File: config.mk
export PLATFORM = sky130hd
export DESIGN_NAME = serial_adder_sub
export DESIGN_NICKNAME = d
export VERILOG_FILES = /design/src/rtl/serial_adder_sub_pkg.sv /design/src/rtl/serial_adder_sub_fa_slice.sv /design/src/rtl/serial_adder_sub.sv
export SDC_FILE = /design/constraint.sdc
export NUM_CORES = 1
export LEC_CHECK = 0
export ABC_AREA = 1
export CORE_ASPECT_RATIO = 1.1
export CORE_MARGIN = 2
export CORE_UTILIZATION = 40
export CTS_CLUSTER_DIAMETER = 80
export DETAILED_ROUTE_END_ITERATION = 10
export PLACE_DENSITY_LB_ADDON = 0.3
export SLEW_MARGIN = 0
export SYNTH_ARGS = -nofsm -noshare
export SYNTH_HDL_FRONTEND = slang
export SYNTH_SLANG_ARGS = --single-unit
File: constraint.sdc
create_clock -name clk -period 1.27 [get_ports clk]
set_input_delay 0.254 -clock clk [delete_from_list [all_inputs] [get_ports clk]]
set_output_delay 0.254 -clock clk [all_outputs]
set_load 0.1 [all_outputs]
File: src/rtl/serial_adder_sub_pkg.sv
// Shared types and sizing helpers for the digit-serial adder/subtractor.
// Latency: n/a (declarations only).
// Backpressure: n/a.
package serial_adder_pkg;

    typedef enum logic {
        IDLE = 1'b0,
        RUN  = 1'b1
    } state_t;

    function automatic int calc_n(input int w, input int d);
        return w / d;
    endfunction

    function automatic int calc_cnt_w(input int n);
        return (n > 1) ? $clog2(n) : 1;
    endfunction

endpackage

File: src/rtl/serial_adder_sub_fa_slice.sv
// D-bit ripple full-adder slice; also exports the carry into its top bit cell.
// Latency: combinational.
// Backpressure: none.
module fa_slice #(
    parameter int D = 1
) (
    input  logic [D-1:0] a,
    input  logic [D-1:0] b,
    input  logic         ci,
    output logic [D-1:0] s,
    output logic         co,
    output logic         c_msb_in
);

    logic [D:0] total;

    assign total = {1'b0, a} + {1'b0, b} + {{D{1'b0}}, ci};
    assign s     = total[D-1:0];
    assign co    = total[D];

    // The top cell computes s = a ^ b ^ c_in, so its carry-in falls out of the sum bit.
    assign c_msb_in = s[D-1] ^ a[D-1] ^ b[D-1];

endmodule

File: src/rtl/serial_adder_sub.sv
// Digit-serial W-bit add/subtract, one D-bit digit per clock, LS digit first.
// Latency: start at edge E0 -> done pulse in the cycle after edge E0+W/D.
// Backpressure: start is ignored while busy; no queuing.
module serial_adder_sub
    import serial_adder_pkg::*;
#(
    parameter int W = 8,
    parameter int D = 1
) (
    input  logic         clk,
    input  logic         rst_n,
    input  logic         start,
    input  logic         sub,
    input  logic [W-1:0] a,
    input  logic [W-1:0] b,
    input  logic         cin,
    output logic         busy,
    output logic         done,
    output logic [W-1:0] sum,
    output logic         cout,
    output logic         ovf
);

    localparam int N  = calc_n(W, D);
    localparam int CW = calc_cnt_w(N);
    localparam logic [CW-1:0] LAST = CW'(N - 1);

    state_t        state;
    logic [CW-1:0] cnt;
    logic [W-1:0]  a_sr;
    logic [W-1:0]  b_sr;
    logic [W-1:0]  s_sr;
    logic [W-1:0]  s_next;
    logic [W-1:0]  dig_ext;
    logic          carry;
    logic [D-1:0]  dig_s;
    logic          dig_co;
    logic          dig_cmsb;

    fa_slice #(.D(D)) u_fa_slice (
        .a        (a_sr[D-1:0]),
        .b        (b_sr[D-1:0]),
        .ci       (carry),
        .s        (dig_s),
        .co       (dig_co),
        .c_msb_in (dig_cmsb)
    );

    // New digit enters at the top; after N shifts the first digit sits at bit 0.
    assign dig_ext = W'(dig_s);
    assign s_next  = (s_sr >> D) | (dig_ext << (W - D));

    always_ff @(posedge clk or negedge rst_n) begin
        if (!rst_n) begin
            state <= IDLE;
            cnt   <= '0;
            a_sr  <= '0;
            b_sr  <= '0;
            s_sr  <= '0;
            carry <= 1'b0;
            busy  <= 1'b0;
            done  <= 1'b0;
            sum   <= '0;
            cout  <= 1'b0;
            ovf   <= 1'b0;
        end else begin
            done <= 1'b0;
            case (state)
                IDLE: begin
                    if (start) begin
                        a_sr  <= a;
                        b_sr  <= sub ? ~b : b;
                        carry <= sub | cin;
                        cnt   <= '0;
                        busy  <= 1'b1;
                        state <= RUN;
                    end
                end
                RUN: begin
                    a_sr  <= a_sr >> D;
                    b_sr  <= b_sr >> D;
                    s_sr  <= s_next;
                    carry <= dig_co;
                    cnt   <= cnt + CW'(1);
                    if (cnt == LAST) begin
                        state <= IDLE;
                        busy  <= 1'b0;
                        done  <= 1'b1;
                        sum   <= s_next;
                        cout  <= dig_co;
                        ovf   <= dig_cmsb ^ dig_co;
                    end
                end
                default: state <= IDLE;
            endcase
        end
    end

endmodule

=== Word-level counts from Yosys, hierarchy flattened ===
Index checks and enable logic that the tools add are counted.

* Register bits after elaboration: 41
* Input port bits: 21
* Output and inout bits: 12
* Logic and storage cells: 43

* $add $sub $neg: 3
* Equality and inequality tests: 3
* Mux-type cells: 17
* Bitwise logic cells: 7
* Reductions and logical operators: 2

{| class="wikitable"
|+ Operator list
! cell !! number
|-
| 8-bit one-hot mux with 2 select lines || 2
|-
| 8-bit two-way mux || 3
|-
| 8-bit inverter || 1
|-
| 7-bit by 8-bit OR with 8-bit output || 1
|-
| 1-bit two-way mux || 7
|-
| 1-bit one-hot mux with 2 select lines || 3
|-
| 3-bit one-hot mux with 2 select lines || 1
|-
| 2-bit AND reduction || 2
|-
| 3-bit by 1-bit adder with 3-bit output, second input constant || 1
|-
| 3-bit == test, second input constant || 1
|-
| 3-bit two-way mux || 1
|-
| 1-bit XOR || 3
|-
| 1-bit by 1-bit adder with 2-bit output || 1
|-
| 2-bit by 1-bit adder with 2-bit output || 1
|-
| 2-bit by 1-bit != test with 1-bit output, second input constant || 1
|-
| 2-bit != test, second input constant || 1
|-
| 1-bit inverter || 1
|-
| 1-bit OR || 1
|}

=== Longest topological paths before layout ===
* Depth after elaboration: 5
* Mapped depth: 7
* Depth with buffers taken out: 7

=== Hierarchy ===
A second synthesis with hierarchy kept.

* Cells, all modules: 234
* Area total of the unflattened synthesis: 1934.4 µm²

{| class="wikitable"
|+ By module, submodules not included
! module !! times used !! cells an instance !! area an instance (µm²) !! seq. area each (µm²)
|-
| serial_adder_sub || 1 || 223 || 1874.3 || 1001.0
|-
| fa_slice || 1 || 11 || 60.1 || 0.0
|}

=== Least setup slack after synthesis ===
Ideal clock, no wire load.

* Path kind: register -> register
* Start point: register b_sr[0]
* End point: register ovf
* Setup time: 120 ps
* Arrival time: 1251 ps
* Data required time: 1150 ps
* Setup slack: -100 ps
* Cell stages (with the launch flop): 8
* Path buffers: 0
* Clock period less this slack: 1370 ps
* Cells stage by stage: dfrtp_1 > fa_1 > nand2_1 > inv_1 > nor2_1 > nand2_1 > nand3_1 > nand2_1

* Cells in the longest elaborated chain, start to end: 5

{| class="wikitable"
|+ Ends and longest elaborated chain
! what !! line !! source
|-
| start, declared || serial_adder_sub.sv:31 || <nowiki>logic [W-1:0] b_sr;</nowiki>
|-
| start signal, assigned || serial_adder_sub.sv:72 || <nowiki>b_sr <= sub ? ~b : b;</nowiki>
|-
| start signal, assigned || serial_adder_sub.sv:81 || <nowiki>b_sr <= b_sr >> D;</nowiki>
|-
| 1-bit by 1-bit adder with 2-bit output || serial_adder_sub_fa_slice.sv:17 || <nowiki>assign total = {1'b0, a} + {1'b0, b} + {{D{1'b0}}, ci};</nowiki>
|-
| 2-bit by 1-bit adder with 2-bit output || serial_adder_sub_fa_slice.sv:17 ||
|-
| net dig_s || serial_adder_sub.sv:36 || <nowiki>logic [D-1:0] dig_s;</nowiki>
|-
| 1-bit XOR (2 in series) || serial_adder_sub_fa_slice.sv:22 || <nowiki>assign c_msb_in = s[D-1] ^ a[D-1] ^ b[D-1];</nowiki>
|-
| 1-bit XOR || serial_adder_sub.sv:91 || <nowiki>ovf <= dig_cmsb ^ dig_co;</nowiki>
|-
| end signal, assigned || serial_adder_sub.sv:91 ||
|-
| end, declared || serial_adder_sub.sv:21 || <nowiki>output logic ovf</nowiki>
|}

The timed path passes the listed nets, and every way through them passes these cells.
A chain may end at the register's enable or synchronous reset.

=== Final worst setup path ===
Same ends and word-level chain as after synthesis.

==> flow_metrics.py <==
metrics = {
    "die": {
        "core_um2": 4250,
        "die_h_um": 73.4,
        "die_w_um": 67.1,
        "num_rows": 25,
        "design.die.area_um2": 4920,
        "io_pins": 33,
        "start_util": 0.411,
    },
    "final_layout": {
        "drive_above_1_share": 0.227,
        "syn2layout_area_growth_pct": 45.5,
        "nets": 257,
        "fin_area_um2": 2550,
        "fin_util": 0.599,
        "antenna_cells": 0,
    },
    "logic_synthesis": {
        "synth_seq_area_share": 0.572,
        "ys_async_sr_fraction": 1.00,
        "synth.area.top_cells": "dfrtp_1 57%, nand2_1 12%, o21ai_0 4.9%",
        "synth_edf_count": 0,
        "syn_nets": 206,
        "yosys_register_bits": 40,
        "yosysUniqueCellTypes": 21,
        "netlist.area_leader.share": 0.572,
        "synth_area_um2": 1750,
        "ys_warn_count": 0,
        "yosysMostFrequentCell": "nand2_1",
        "syn_inst": 182,
        "synthFlopType": "dfrtp_1",
        "ys_top_cells_by_count": "55 x nand2_1, 40 x dfrtp_1, 17 x o21ai_0",
        "synth_area_leader_cell": "dfrtp_1",
        "avgSynthCellArea_um2": 9.62,
    },
    "clocking": {
        "clkSinkCount": 40,
        "clk_latency_ns": 0.29,
        "clkTransAtPathRegs_ns": 0.08,
        "cts_buffers": 5,
        "clk_path_buf_depth": 2,
        "cts_tree": "done",
        "cts.htree.levels": 2,
        "root_buffer": "clkbuf_8",
    },
    "timing": {
        "setup_viol": 2,
        "final.setup.worst_slack_ns": -0.155,
        "tns_ns": -0.188,
        "post-route-period-util": 1.12,
        "relSlewSlack": 0.730,
        "skew_ns": 0.00733,
        "whs_ns": 0.414,
        "timing_hold_violations_final": 0,
        "worst_slew_pin_slew_ns": 0.405,
        "drv_slew": 0,
        "fin_crit_ns": 1.43,
        "fmax_mhz": 702,
        "rsz0062_at_grt": "yes",
    },
    "global_routing": {
        "use_met2": 0.284,
        "grt_use_met1": 0.176,
        "grt_remaining_overflow": 0,
        "grt_antenna_before_repair": 0,
        "grt_max_degree": 22,
        "groute.usage.overall": 0.159,
        "grt_pass1_wl_um": 5820,
        "first_global_vias": 1332,
        "grtUsageMet3": 0.0444,
        "grt_most_used_layer": "met2",
    },
    "route": {
        "wl_per_cell_um": 11.6,
        "drt_iter0_drc": 75,
        "drt_pass1_iterations": 4,
        "antenna_left": 0,
        "vias_per_cell": 4.70,
        "routed_wl_um": 3340,
        "route.detailed.drc": 0,
        "vias": 1350,
    },
    "worst_hold_path": {
        "hold_class": "in2async",
    },
    "job": {
        "cap_violations": 0,
    },
    "critical_path": {
        "worstPathArrival_ns": 1.61,
        "critPathRequiredTime_ns": 1.46,
        "crit_start": "b_sr[0]",
        "worst_setup_path_end_kind": "register",
        "crit_path_start_kind": "register",
        "r2r_start": "b_sr[0]",
        "path_class": "reg2reg",
        "crit_fanout": 4,
        "reg2reg_depth": 6,
    },
    "placement": {
        "placed_cell_area_um2": 2350,
        "numPortBuffers": 32,
        "routabilityCongestion": 0.717,
        "hpwl_um": 2470,
    },
    "power": {
        "vdd_drop_max_mv": 0.980,
        "cellLeakagePower_nw": 1.20,
        "p_per_area_nw_per_um2": 2750,
    },
    "outcome": {
        "outcome": "finished with violations",
        "violations": "setup timing",
    },
}
==> sequential cells by signal, summed over array words and instances, names as in the netlist <==
signal / cells
cnt: 3
done: 1
b_sr: 8
a_sr: 8
state: 1
sum: 8
s_sr: 7
ovf: 1
cout: 1
carry: 1
busy: 1
==> cell type report <==
type                       instances  area (µm²)
timing repair buffer              53         663
sequential                        40        1000
fill                             395        1710
clock buffer                       7        96.3
inverter                          15        56.3
tap                               54        67.6
multi-input combinational        118         662
==> logic make-up after synthesis <==
group,synth area share
AND/OR/NAND/NOR,0.165
flip-flops,0.572
AO/OA/AOI/OAI,0.126
buffers and inverters,0.0715
XOR/XNOR,0.0400
adder cells (fa/ha/maj),0.0257
==> worst max-delay path, stage by stage, from the launching register on <==
cell and delay, ns:
dfrtp_1 0.41, fa_2 0.61, nor2_1 0.05, nor2_1 0.10, nand2_1 0.06, nand3_1 0.06, nand2_1 0.05
==> report_power, final <==
part	internal, mW	switching [mW]
logic	1.63	2.22
registers	1.81	0.444
clock network	0.483	0.418
total	3.91	3.08
==> cell usage in the layout (no fill, tap or decap), drive strengths merged <==
cell type,instances
dlygate4sd3,1
nand3,7
buf,32
a22oi,9
fa,1
xnor2,8
clkdlybuf4s50,19
nand2,57
a22o,2
inv,15
ha,2
clkbuf,8
nor2,6
o21ai,26
dfrtp,40
==> per-layer routing <==
metal  share of wire  up-vias
met5               0        -
met4           0.019        0
met3           0.045        6
met2            0.54       31
met1            0.40      628
li1                -      685
==> final timing paths <==
kind | endpoint | slack (ns)
hold reg to reg | b_sr[7] | 0.49
hold / removal | cnt[1] | 0.41
setup reg to reg | ovf | -0.16
min in group clk | b_sr[7] | 0.49
max in group asynchronous | s_sr[5] | 0.34
setup / recovery | ovf | -0.16
==> through the flow <==
step	power [mW]	setup slack [ns]	cells
after floorplan	4.50	-0.100	182
after global placement	5.75	-0.119	275
after detailed placement	5.87	-0.180	275
after CTS	6.84	-0.165	284
after global routing	7.48	-0.219	287
final	7.00	-0.155	287
==> what timing repair did <==
item / CTS / global route
hold endpoints to repair: 16 / 0
hold buffers: 1 / 0
setup endpoints to repair: 11 / 12
pin swaps: 2 / 2
gates cloned: 0 / 1
setup buffers: 1 / 2
resized for setup: 3 / 9
No activity file was read; power rests on OpenSTA's default activity.
==> RTL change (same settings) <==
`W`: 8 -> 9.
--- a/src/rtl/serial_adder_sub.sv
+++ b/src/rtl/serial_adder_sub.sv
@@ -4,7 +4,7 @@
 module serial_adder_sub
     import serial_adder_pkg::*;
 #(
-    parameter int W = 8,
+    parameter int W = 9,
     parameter int D = 1
 ) (
     input  logic         clk,
Ports: changed (resized a, b and sum); port bits go from 33 to 36. No check against the original RTL was run, so the function may have changed too.
==> RTL change against the original RTL <==
Sequential power rose by 5%. Wire length is 9.9% higher. Cell area is 10% higher. Fmax is 2.9% lower. Power increased by 0.68%. Via count grew 14%. Synthesized area up 16%. Sequential share of layout area grew 0.84 points. Sequential cell count grew 5. Setup slack got worse by 42 ps. Largest power group unchanged. The flow still finishes with violations (negative setup slack).
==> RTL change: results <==
metrics = {
    "global_routing": {
        "grt_max_degree": 46,
        "grt_pass1_wl_mm": 6.34,
        "grt_pass1_vias": 1408,
        "grt.total_usage": 0.144,
    },
    "yosys": {
        "ys_seq_area_frac": 0.557,
        "synth_area_leaders": "dfrtp_1, nand2_1, o21ai_0",
        "syn-num-nets": 238,
        "synth-xor-area-share": 0.0390,
        "async_reset_ff_frac": 1.00,
        "synth_warnings": 0,
        "synth_compound_area_frac": 0.143,
        "ys_types": 21,
        "synth-main-ff-cell": "dfrtp_1",
        "synth_top_area_frac": 0.557,
        "synthMuxAreaShare": 0,
        "synth_fa_ha_area_frac": 0.0223,
        "synth_common_cells": "nand2_1, dfrtp_1, o21ai_0",
    },
    "cells_and_area": {
        "nFillCells": 445,
        "final_net_count": 290,
        "drive_gt1_frac": 0.231,
        "antenna_cells": 0,
        "top_regs": "a_sr (9), b_sr (9), sum (9)",
    },
    "timing": {
        "setup_ws_ps": -197,
        "worstMarginPinSlew_ps": 242,
        "setup_viol": 3,
        "tns_ps": -402,
        "clock_skew_ps": 6.42,
    },
    "critical_path": {
        "crit_family": "adder cells",
        "cp_slowest_stage_delay_ps": 620,
        "path_max_fanout": 4,
        "cp_data_arrival_time_ps": 1650,
    },
    "pwr": {
        "p_sw_frac": 0.444,
        "ir_drop_v": 0.000966,
        "seq_power_share": 0.337,
        "pg_seq_w": 0.00237,
        "power.static_leakage_nw": 1.30,
        "powerComb_w": 0.00379,
    },
    "place": {
        "gp_routability_congestion": 0.709,
        "portBuffers": 35,
        "placed_cell_area_um2": 2660,
        "dp_hpwl_mm": 2.61,
        "place_ws_ps": -165,
    },
    "worst_hold_path": {
        "hold_path_class": "in2async",
    },
    "clock_tree": {
        "cts_buffer_depth": 2,
        "cts-root-buf": "clkbuf_8",
    },
    "drt": {
        "vias": 1541,
        "routed_wl_mm": 3.67,
        "drt_iter0_markers": 120,
    },
    "status": {
        "violations": "negative setup slack",
        "status": "complete, but fails checks",
    },
}
RTL change: changes by cell type after synthesis, moves of 3 or more:
cell     change
inv_2        -3
inv_1        +7
o21ai_1      -9
buf_2        +3
nand2_1      +6
dfrtp_1      +5
o21ai_0      +5
o21ai_2     +10
RTL change: stage by stage:
stage	hold WS, ps	utilization	instances
3_5_place_dp	251	0.539	311
5_1_grt	487	0.568	322
4_1_cts	468	0.560	319
2_1_floorplan	-41.6	-	212
3_3_place_gp	252	0.539	311
6_report	464	0.568	322
RTL change: worst register-to-register path, cell delays in order (launching register included):
cell,delay (ps)
dfrtp_1,410
fa_2,620
nor2_1,50
nor2_1,100
nand2_1,60
nand3_1,60
nand2_1,50
RTL change: path summary, 6_finish.rpt:
path	cells past startpoint	endpoint	startpoint
worst max-delay path	6	ovf	a_sr[0]
worst max register to register	6	ovf	a_sr[0]
min in group clk	2	b_sr[8]	b_sr[8]
worst min-delay path	3	sum[0]	rst_n
worst min register to register	2	b_sr[8]	b_sr[8]
max in group asynchronous	3	a_sr[8]	rst_n
RTL change: area by class of cell:
type / count / share of cell area
Clock inverter: 1 / 0.00268
Sequential cell: 45 / 0.402
Inverter: 20 / 0.0277
Multi-Input combinational cell: 136 / 0.271
Timing Repair Buffer: 56 / 0.242
Clock buffer: 6 / 0.0295
Tap cell: 58 / 0.0259
RTL change: repair_timing:
action	in CTS	in global routing
endpoints found under the setup margin	3	6
pin swaps	1	3
setup buffers	0	3
hold buffers	1	0
resized for setup	2	6
endpoints found under the hold margin	45	0
RTL change: per-layer routing:
metal  vias up  routed length, um  GRT usage
li1        783                  -          -
met1       725               1710      0.190
met2        27               1760      0.224
met3         6                136     0.0424
met5         -                  0          0
met4         0                 57     0.0509
